<file path="config.mk">
export PLATFORM = sky130hd
export DESIGN_NAME = apb_requester_engine
export DESIGN_NICKNAME = d
export VERILOG_FILES = /design/src/rtl/apb_requester_engine.sv
export SDC_FILE = /design/constraint.sdc
export NUM_CORES = 1
export LEC_CHECK = 0
export BUFFER_PORTS_ARGS = -buffer_cell sky130_fd_sc_hd__buf_2
export CORE_ASPECT_RATIO = 0.8
export CORE_UTILIZATION = 42
export CTS_CLUSTER_SIZE = 40
export DETAILED_ROUTE_END_ITERATION = 8
export PLACE_DENSITY = 0.76
export RECOVER_POWER = 50
export SLEW_MARGIN = 20
export SYNTH_ARGS = -nofsm -noshare
export SYNTH_HDL_FRONTEND = slang
export SYNTH_SLANG_ARGS = --single-unit
export TNS_END_PERCENT = 20
</file>
<file path="constraint.sdc">
create_clock -name pclk -period 1.98 [get_ports pclk]
set_input_delay 0.396 -clock pclk [delete_from_list [all_inputs] [get_ports pclk]]
set_output_delay 0.396 -clock pclk [all_outputs]
set_load 0.005 [all_outputs]
</file>
<file path="src/rtl/apb_requester_engine.sv">
// APB requester: takes one command over valid/ready, runs SETUP/ACCESS on the APB bus and
// returns read data and status over valid/ready, with an optional per-transfer ACCESS timeout.
`timescale 1ns/1ps
module apb_requester_engine #(
    parameter int ADDR_WIDTH     = 32,
    parameter int DATA_WIDTH     = 32,
    parameter int TIMEOUT_CYCLES = 256
) (
    input  logic                  pclk,
    input  logic                  preset_n,
    input  logic                  cmd_valid,
    output logic                  cmd_ready,
    input  logic                  cmd_write,
    input  logic [ADDR_WIDTH-1:0] cmd_addr,
    input  logic [DATA_WIDTH-1:0] cmd_wdata,
    output logic                  rsp_valid,
    input  logic                  rsp_ready,
    output logic [DATA_WIDTH-1:0] rsp_rdata,
    output logic                  rsp_err,
    output logic                  rsp_timeout,
    output logic [ADDR_WIDTH-1:0] paddr,
    output logic                  psel,
    output logic                  penable,
    output logic                  pwrite,
    output logic [DATA_WIDTH-1:0] pwdata,
    input  logic [DATA_WIDTH-1:0] prdata,
    input  logic                  pready,
    input  logic                  pslverr,
    output logic [1:0]            dbg_state
);

    // Handshakes: a transfer happens on a rising edge where valid && ready; the sender holds
    // valid and payload stable until then, and ready never depends combinationally on valid.
    typedef enum logic [1:0] {S_IDLE, S_SETUP, S_ACCESS, S_RESP} state_t;

    localparam int CW = (TIMEOUT_CYCLES > 0) ? $clog2(TIMEOUT_CYCLES + 1) : 1;
    localparam logic [CW-1:0] TO_LAST = (TIMEOUT_CYCLES > 0) ? CW'(TIMEOUT_CYCLES - 1) : '0;

    state_t          r_state;
    logic [CW-1:0]   r_cnt;
    logic            w_cmd_fire;
    logic            w_timeout;

    assign w_cmd_fire = cmd_valid && cmd_ready;
    // pready has priority over the timeout, so this is only consulted when pready is low
    assign w_timeout  = (TIMEOUT_CYCLES > 0) && !pready && (r_cnt == TO_LAST);
    assign dbg_state  = r_state;

    always_ff @(posedge pclk or negedge preset_n) begin
        if (!preset_n) begin
            r_state     <= S_IDLE;
            r_cnt       <= '0;
            cmd_ready   <= 1'b0;
            psel        <= 1'b0;
            penable     <= 1'b0;
            pwrite      <= 1'b0;
            paddr       <= '0;
            pwdata      <= '0;
            rsp_valid   <= 1'b0;
            rsp_rdata   <= '0;
            rsp_err     <= 1'b0;
            rsp_timeout <= 1'b0;
        end else begin
            case (r_state)
                S_IDLE: begin
                    cmd_ready <= 1'b1;
                    if (w_cmd_fire) begin
                        cmd_ready <= 1'b0;
                        psel      <= 1'b1;
                        penable   <= 1'b0;
                        paddr     <= cmd_addr;
                        pwrite    <= cmd_write;
                        pwdata    <= cmd_write ? cmd_wdata : '0;
                        r_cnt     <= '0;
                        r_state   <= S_SETUP;
                    end
                end
                S_SETUP: begin
                    penable <= 1'b1;
                    r_state <= S_ACCESS;
                end
                S_ACCESS: begin
                    if (pready || w_timeout) begin
                        rsp_rdata   <= (pready && !pwrite) ? prdata : '0;
                        rsp_err     <= pready ? pslverr : 1'b1;
                        rsp_timeout <= !pready;
                        rsp_valid   <= 1'b1;
                        psel        <= 1'b0;
                        penable     <= 1'b0;
                        pwrite      <= 1'b0;
                        paddr       <= '0;
                        pwdata      <= '0;
                        r_state     <= S_RESP;
                    end else if (r_cnt != {CW{1'b1}}) begin
                        r_cnt <= r_cnt + CW'(1);
                    end
                end
                S_RESP: begin
                    if (rsp_ready) begin
                        rsp_valid <= 1'b0;
                        cmd_ready <= 1'b1;
                        r_state   <= S_IDLE;
                    end
                end
                default: r_state <= S_IDLE;
            endcase
        end
    end

endmodule

</file>
==> results.sh <==
export IMPL_ctsHtreeMaxLevel=4
export IMPL_timing_final_max_slew_violations=0
export IMPL_r2r_start="r_cnt[0]$_DFFE_PN0P_"
export IMPL_grt_max_degree=40
export IMPL_die_y_um=95.6
export IMPL_avgSynthCellArea_um2=11.7
export IMPL_hold_start="cmd_addr[1]"
export IMPL_fin_worst_skew_ps=9.20
export IMPL_crit_top_cell="ha_4"
export IMPL_drtAntennaViolNets=0
export IMPL_p_leak_nw=3.60
export IMPL_final_util_pct=63.5
export IMPL_setup_viol_count_final=1
export IMPL_first_pass_iters=5
export IMPL_drt_initial_drc_count=222
export IMPL_hold_viol=0
export IMPL_antenna_cells=0
export IMPL_hold_slack_ps=209
export IMPL_netlist_instances=393
export IMPL_outcome="finished, violations left"
export IMPL_grt_total_usage_pct=21.2
export IMPL_cts_buffer_depth=2
export IMPL_cap_viol_max_count=0
export IMPL_grt_pass1_wl_mm=18.6
export IMPL_powerDensity_mw_per_mm2=1640
export IMPL_min_period_ps=1980
export IMPL_crit_path_max_incr_delay_ps=410
export IMPL_place_inst=736
export IMPL_stdcell_count=774
export IMPL_wl_per_cell_um=15.4
export IMPL_min_path_type="primary input to flop"
export IMPL_p_int_mw=7.22
export IMPL_final_cell_mix="buf_2, dfrtp_1, nand2_1, a22o_1, nand3_1"
export IMPL_clk_pin_slew_ps=60
export IMPL_startpoint="r_cnt[0]$_DFFE_PN0P_"
export IMPL_worst_setup_path_type="flop to flop"
export IMPL_placed_area_mm2=0.00593
export IMPL_clkPwrFrac_pct=29.6
export IMPL_total_power_mw=10.9
export IMPL_synth_seq_area_share_pct=62.1
export IMPL_ys_warn_count=0
export IMPL_crit_required_ps=2260
export IMPL_rows=33
export IMPL_root_buffer="clkbuf_16"
export IMPL_endpoint_kind="flop"
export IMPL_die_area_mm2=0.0114
export IMPL_critPathTopFamily="flip-flops"
export IMPL_synth_ff_type="dfrtp_1"
export IMPL_core_mm2=0.0104
export IMPL_path_cells="ha_4, and4_4, ha_4, nand2b_4, a2111oi_4, nand2_2, mux2_4"
export IMPL_fmax_mhz=504
export IMPL_vias_per_cell=5.10
export IMPL_cts_sinks=114
export IMPL_antenna_found_initial=0
export IMPL_fin_nets=731
export IMPL_fin_area_mm2=0.00664
export IMPL_grt_pass1_vias=3807
export IMPL_num_io_pins=208
export IMPL_io_buffers=207
export IMPL_p_seq_share_pct=35.0
export IMPL_routed_wl_mm=11.9
export IMPL_cp_start_kind="flop"
export IMPL_synth_edf_count=0
export IMPL_start_util_pct=44.0
export IMPL_async_reset_ff_share_pct=100
export IMPL_finalCritPeriodShare_pct=100
export IMPL_clk_latency_ps=400
export IMPL_fillers=820
export IMPL_cts_tree="done"
export IMPL_syn2layout_area_growth_pct=44.4
export IMPL_worst_path_buf_inv=0
export IMPL_synth_cell_types=46
export IMPL_cts_buffers=17
export IMPL_synth_net_count=503
export IMPL_layout_commonest_cell="buf_2"
export IMPL_netlist_area_mm2=0.00459
export IMPL_cp_max_fo=3
export IMPL_relSlewSlack_pct=48.8
export IMPL_ir_drop_v=0.000793
export IMPL_worst_pin_slew_ps=768
export IMPL_die_w_um=119
export IMPL_combPwrFrac_pct=35.4
export IMPL_rsz0062_at_grt="true"
export IMPL_cp_slowest_cell="dfrtp_1"
export IMPL_grt_overflow_total=0
export IMPL_ys_ff_latch=114
export IMPL_hpwl_mm=8.29
export IMPL_cp_arrival_ps=2260
export IMPL_violations="setup timing"
export IMPL_drc=0
export IMPL_place_congestion=0.773
export IMPL_worst_slack_ps=-2.83
export IMPL_drive_gt1_share_pct=42.4
export IMPL_vias=3949
export IMPL_p_switching_mw=3.65
export IMPL_netSwitchingFraction_pct=33.6
==> registers in the layout, indices dropped and copies added (netlist names), 2 cells and up <==
register / cells
rsp_rdata: 32
dbg_state: 2
r_cnt: 9
paddr: 32
pwdata: 32
==> layout make-up <==
type                            instances  area, um2  area share (%)
Clock buffer                           17        425            6.41
Multi-Input combinational cell        245       1660            25.0
Sequential cell                       114       2850            43.0
Clock inverter                         15        206            3.11
Timing Repair Buffer                  238       1300            19.6
Tap cell                              140        175            2.64
Inverter                                5       18.8           0.283
==> metrics by stage <==
step / setup WS (ps) / TNS, ps
2_1_floorplan: -87.9 / -87.9
3_3_place_gp: 8.07 / 0
3_5_place_dp: -52.5 / -83.3
4_1_cts: -29.9 / -29.9
5_1_grt: -47.1 / -70.8
6_report: -2.83 / -2.83
==> power groups by stage <==
stage / logic (mW) / clock network (mW) / registers [mW]
after CTS: 3.82 / 3.28 / 3.79
after global placement: 3.60 / 0 / 3.77
after floorplan: 1.93 / 0 / 3.90
after detailed placement: 3.74 / 0 / 3.80
final: 3.84 / 3.22 / 3.81
after global routing: 4.26 / 3.39 / 3.94
==> worst reg2reg max path: stages, from the launching register on <==
cell and delay (ps):
dfrtp_1 410, ha_4 180, and4_4 160, ha_4 160, nand2b_4 150, a2111oi_4 410, nand2_2 90, mux2_4 300
==> cells in the mapped netlist, types with 2 or more instances <==
master | instances | area [um2]
dfrtp_1 | 114 | 2850
nand2_1 | 77 | 289
a22o_1 | 66 | 578
nand3_1 | 38 | 190
clkbuf_1 | 12 | 45.0
nor2_1 | 9 | 33.8
ha_1 | 7 | 87.6
a21o_1 | 5 | 37.5
buf_2 | 5 | 25.0
inv_1 | 5 | 18.8
buf_1 | 4 | 15.0
buf_6 | 4 | 45.0
nor2b_1 | 4 | 25.0
a21oi_1 | 3 | 15.0
buf_4 | 3 | 22.5
nand2b_1 | 3 | 18.8
nor3_1 | 3 | 15.0
mux2_2 | 2 | 22.5
o21ai_0 | 2 | 10.0
==> cells by family after synthesis <==
group / count (synthesis) / share of synthesized area [%]
compound gates: 92 / 17.4
xor+xnor: 2 / 0.381
fa+ha+maj: 7 / 1.91
buf+inv: 34 / 3.84
flops: 114 / 62.1
mux: 3 / 0.817
simple gates: 141 / 13.5
==> timing repair <==
action / in CTS / in global routing
hold buffers: 1 / 0
setup buffers: 2 / 3
setup endpoints to repair: 26 / 109
resized for setup: 2 / 16
endpoints found under the hold margin: 28 / 0
pin swaps: 2 / 7
==> worst paths after layout <==
path	end	slack (ps)	cells past startpoint
worst max-delay path	r_cnt[7]$_DFFE_PN0P_	-3	7
worst min-delay path	paddr[1]$_DFFE_PN0P_	210	2
worst max register to register	r_cnt[7]$_DFFE_PN0P_	-3	7
worst min register to register	rsp_rdata[0]$_DFFE_PN0P_	470	2
max in group asynchronous	rsp_rdata[13]$_DFFE_PN0P_	280	3
min in group asynchronous	paddr[6]$_DFFE_PN0P_	620	2
==> routing by layer <==
metal	vias to the layer above	global-route usage (%)	routed length (um)
li1	1855	-	-
met1	1895	27.7	5210
met2	186	33.4	5650
met3	13	7.24	960
met4	0	6.96	117
met5	-	0	0
(Power assumes the default switching activity.)
